==> src/rtl/dec_pkg.sv <==
// Shared types and helpers for the select decoder / scanner.
package dec_pkg;

   typedef enum logic [1:0] {
      IDLE = 2'd0,
      HOLD = 2'd1,
      SCAN = 2'd2
   } state_t;

   // One-hot of code, clipped to width bits (codes >= width give zero).
   function automatic logic [63:0] onehot(input logic [5:0] code, input int width);
      onehot = '0;
      if (int'(code) < width) onehot[code] = 1'b1;
   endfunction

endpackage

==> src/rtl/dec_dwell_cnt.sv <==
// Dwell counter: counts 0..DWELL-1 and flags the last cycle of each dwell period.
module dec_dwell_cnt #(
   parameter int DWELL = 4
) (
   input  logic clk,
   input  logic rst_n,
   input  logic clr,
   output logic tick
);

   localparam int CW = (DWELL > 1) ? $clog2(DWELL) : 1;

   logic [CW-1:0] cnt;

   assign tick = (cnt == CW'(DWELL - 1));

   always_ff @(posedge clk) begin
      if (!rst_n || clr) cnt <= '0;
      else if (tick)     cnt <= '0;
      else               cnt <= cnt + 1'b1;
   end

endmodule

==> src/rtl/decoder_scan.sv <==
// Registered one-hot decoder with handshake load and optional auto-scan.
// Auto-scan (SCAN state, dwell counter, wrap pulse) exists only when DEC_SCAN_EN is defined.
module decoder_scan
   import dec_pkg::*;
#(
   parameter int SEL_W = 3,
   parameter int DWELL = 4
) (
   input  logic                  clk,
   input  logic                  rst_n,
   input  logic                  en,
   input  logic                  mode,
   input  logic [SEL_W-1:0]      sel,
   input  logic                  sel_valid,
   output logic                  sel_ready,
   output logic [2**SEL_W-1:0]   y,
   output logic [SEL_W-1:0]      idx,
   output logic                  wrap
);

   localparam int NOUT = 2**SEL_W;

   state_t state;
   logic   hs;

`ifdef DEC_SCAN_EN
   logic             tick;
   logic [SEL_W-1:0] idx_nx;

   assign sel_ready = en & ~mode;
   assign idx_nx    = idx + 1'b1;

   // Counter is held clear outside SCAN so every scan entry starts at dwell 0.
   dec_dwell_cnt #(.DWELL(DWELL)) u_dwell (
      .clk   (clk),
      .rst_n (rst_n),
      .clr   (state != SCAN),
      .tick  (tick)
   );
`else
   logic        mode_unused;
   logic [31:0] dwell_unused;

   assign sel_ready    = en;
   assign wrap         = 1'b0;
   assign mode_unused  = mode;
   assign dwell_unused = 32'(DWELL);
`endif

   assign hs = sel_valid & sel_ready;

   always_ff @(posedge clk) begin
      if (!rst_n) begin
         state <= IDLE;
         y     <= '0;
         idx   <= '0;
`ifdef DEC_SCAN_EN
         wrap  <= 1'b0;
`endif
      end else begin
`ifdef DEC_SCAN_EN
         wrap <= 1'b0;
`endif
         if (!en) begin
            state <= IDLE;
            y     <= '0;
         end else if (hs) begin
            state <= HOLD;
            idx   <= sel;
            y     <= NOUT'(onehot(6'(sel), NOUT));
         end
`ifdef DEC_SCAN_EN
         else if (mode && state != SCAN) begin
            state <= SCAN;
            idx   <= '0;
            y     <= NOUT'(1);
         end else if (state == SCAN) begin
            if (!mode) begin
               state <= IDLE;
               y     <= '0;
            end else if (tick) begin
               idx  <= idx_nx;
               y    <= NOUT'(onehot(6'(idx_nx), NOUT));
               wrap <= &idx;
            end
         end
`endif
      end
   end

endmodule

==> config.mk <==
export PLATFORM = sky130hd
export DESIGN_NAME = decoder_scan
export DESIGN_NICKNAME = d
export VERILOG_FILES = /design/src/rtl/dec_pkg.sv /design/src/rtl/dec_dwell_cnt.sv /design/src/rtl/decoder_scan.sv
export SDC_FILE = /design/constraint.sdc
export NUM_CORES = 1
export LEC_CHECK = 0
export ABC_AREA = 1
export BUFFER_PORTS_ARGS = -buffer_cell sky130_fd_sc_hd__buf_2
export CORE_AREA = 10 10 47 49
export DETAILED_ROUTE_END_ITERATION = 12
export DIE_AREA = 0 0 57 59
export SYNTH_ARGS = -nofsm -noshare
export SYNTH_HDL_FRONTEND = slang
export SYNTH_HIERARCHICAL = 1
export SYNTH_SLANG_ARGS = --single-unit
==> constraint.sdc <==
create_clock -name clk -period 0.8 [get_ports clk]
set_input_delay 0 -clock clk [delete_from_list [all_inputs] [get_ports clk]]
set_output_delay 0 -clock clk [all_outputs]
set_load 0.005 [all_outputs]
==> impl_metrics.env <==
export IMPL_status="finished clean"
export IMPL_gr_total_overflow=0
export IMPL_crit_buf_inv=1
export IMPL_start_util_pct=33.2
export IMPL_r2r_slack_ns=0.14
export IMPL_finalInstanceArea_um2=597
export IMPL_cts_root_buf="clkbuf_4"
export IMPL_num_vias=449
export IMPL_synth_compound_area_share_pct=7.53
export IMPL_drt_vias_per_instance=4.24
export IMPL_gp_congestion=0.805
export IMPL_grt_pass1_vias=423
export IMPL_fin_skew_ns=0
export IMPL_die_width_um=57
export IMPL_num_io_pins=21
export IMPL_drive_gt1_share_pct=26.7
export IMPL_dr_pass1_iters=4
export IMPL_antenna_found_initial=0
export IMPL_wire_per_inst_um=9.75
export IMPL_whs_path_depth=3
export IMPL_synth_simple_area_share_pct=33.1
export IMPL_synthesis_nets=77
export IMPL_drc=0
export IMPL_yosys_mux_area_fraction_pct=0
export IMPL_maxCapViolations=0
export IMPL_drt_total_wl_um=1030
export IMPL_critical_path_max_stage_delay_ns=0.33
export IMPL_cp_max_fo=2
export IMPL_grt_max_degree=9
export IMPL_p_leak_nw=0.300
export IMPL_critical_path_top_delay_family="flip-flops"
export IMPL_clk_path_buf_depth=2
export IMPL_syn2layout_area_growth_pct=28.2
export IMPL_final_cell_mix="22 x nor2_1, 18 x buf_2, 13 x nand2_1, 11 x dfxtp_1, 9 x inv_1"
export IMPL_clkLatencyLatePin_ns=0.27
export IMPL_setup_viol=0
export IMPL_core_um2=1400
export IMPL_hold_path_class="input pin to register"
export IMPL_placed_cell_area_um2=561
export IMPL_arrival_ns=0.71
export IMPL_antenna_left=0
export IMPL_cts_max_level=1
export IMPL_crit_slowest_cell="dfxtp_1"
export IMPL_syn_inst=69
export IMPL_synth_avg_cell_area_um2=6.75
export IMPL_post_cts_buffers=0
export IMPL_synth_seq_area_share_pct=47.3
export IMPL_powerDensity_nw_per_um2=1750
export IMPL_synth_warning_count=6
export IMPL_worst_setup_path_end_kind="primary output"
export IMPL_die_y_um=59
export IMPL_synth_top_family_by_area="simple AND/OR/NAND/NOR gates"
export IMPL_critPathLaunchType="register"
export IMPL_synth_xor_area_share_pct=0
export IMPL_hold_violations=0
export IMPL_antenna_cells=0
export IMPL_synth_cell_types=12
export IMPL_crit_required_ns=0.80
export IMPL_ys_ff_latch=11
export IMPL_cts_num_sinks=11
export IMPL_min_period_ns=0.708
export IMPL_finalSetupTns_ns=0
export IMPL_placementRows=14
export IMPL_critPathKind="register to primary output"
export IMPL_port_buffers=18
export IMPL_yosys_area_share_adder_pct=0
export IMPL_ir_drop_mv=0.872
export IMPL_timing_final_max_slew_violations=0
export IMPL_timing_final_crit_share_pct=88.5
export IMPL_grtUsageTotal_pct=6.36
export IMPL_cts_buffers=3
export IMPL_worst_hold_slack_ns=0.0150
export IMPL_dr_first_iter_drc_count=11
export IMPL_max_freq_mhz=1410
export IMPL_hpwl_um=831
export IMPL_layout_commonest_cell="nor2_1"
export IMPL_die_area_um2=3360
export IMPL_cts_clk_slew_worst_paths_ns=0.07
export IMPL_syn_area_um2=465
export IMPL_cp_num_cells=1
export IMPL_cts_tree="built"
export IMPL_rsz0062_at_grt="false"
export IMPL_nets=99
export IMPL_grt_pass1_wl_um=1680
export IMPL_r2r_cells=2
export IMPL_crit_chain="buf_2"
-- kinds of logic after synthesis --
family / count (synthesis)
AO/OA/AOI/OAI: 7
flip-flops: 11
buffers and inverters: 12
AND/OR/NAND/NOR: 38
other: 1
-- area by class of cell --
cell class	count	area (um^2)
sequential	11	220
fill	163	805
timing repair buffer	19	100
clock buffer	4	26.3
tap	16	20.0
inverter	10	37.5
multi-input combinational	46	193
-- final timing paths --
kind           from     end
min          sel[0]  idx[0]
max            y[0]    y[0]
max reg2reg  idx[0]  idx[0]
min reg2reg    y[0]    y[0]
-- cells in the mapped netlist --
cell type | n | area share (%)
nor2_1 | 22 | 18
nand2_1 | 13 | 10
dfxtp_1 | 11 | 47
inv_1 | 9 | 7.3
a21oi_1 | 4 | 4.3
o21ai_0 | 3 | 3.2
buf_4 | 2 | 3.2
conb_1 | 1 | 0.81
inv_2 | 1 | 0.81
nand2_2 | 1 | 1.3
nand3_1 | 1 | 1.1
nor2_4 | 1 | 2.4
-- report_power, final --
part | total [W] | internal [W] | switching, W
sequential | 0.000566 | 0.000560 | 0.00000508
clock | 0.000372 | 0.000193 | 0.000179
combinational | 0.000109 | 0.0000425 | 0.0000668
-- flip-flops by register name, indices dropped and copies added (netlist names) --
| register | cells |
|---|---|
| y | 8 |
| idx | 3 |
-- through the flow --
stage | setup WS [ns] | instances | utilization [%] | power [W]
4_1_cts | 0.0810 | 106 | 42.6 | 0.00106
5_1_grt | 0.0515 | 106 | 42.6 | 0.00110
6_report | 0.0922 | 106 | 42.6 | 0.00105
2_1_floorplan | 0.181 | 69 | - | 0.000640
3_3_place_gp | 0.0832 | 101 | 40.0 | 0.000685
3_5_place_dp | 0.0505 | 101 | 40.0 | 0.000685
-- per-layer routing --
metal  global-route usage, %  share of wire, %  up-vias
met3                    2.79               6.7        5
met5                       0                 0        -
li1                        -                 -      245
met4                    6.04               3.2        0
met1                    6.32                45      184
met2                    9.77                45       15
-- repair_timing --
action                                 CTS  global route
endpoints found under the hold margin    2             0
gates resized for setup                  0             0
hold buffers                             1             0
No activity file was read; power rests on OpenSTA's default activity.
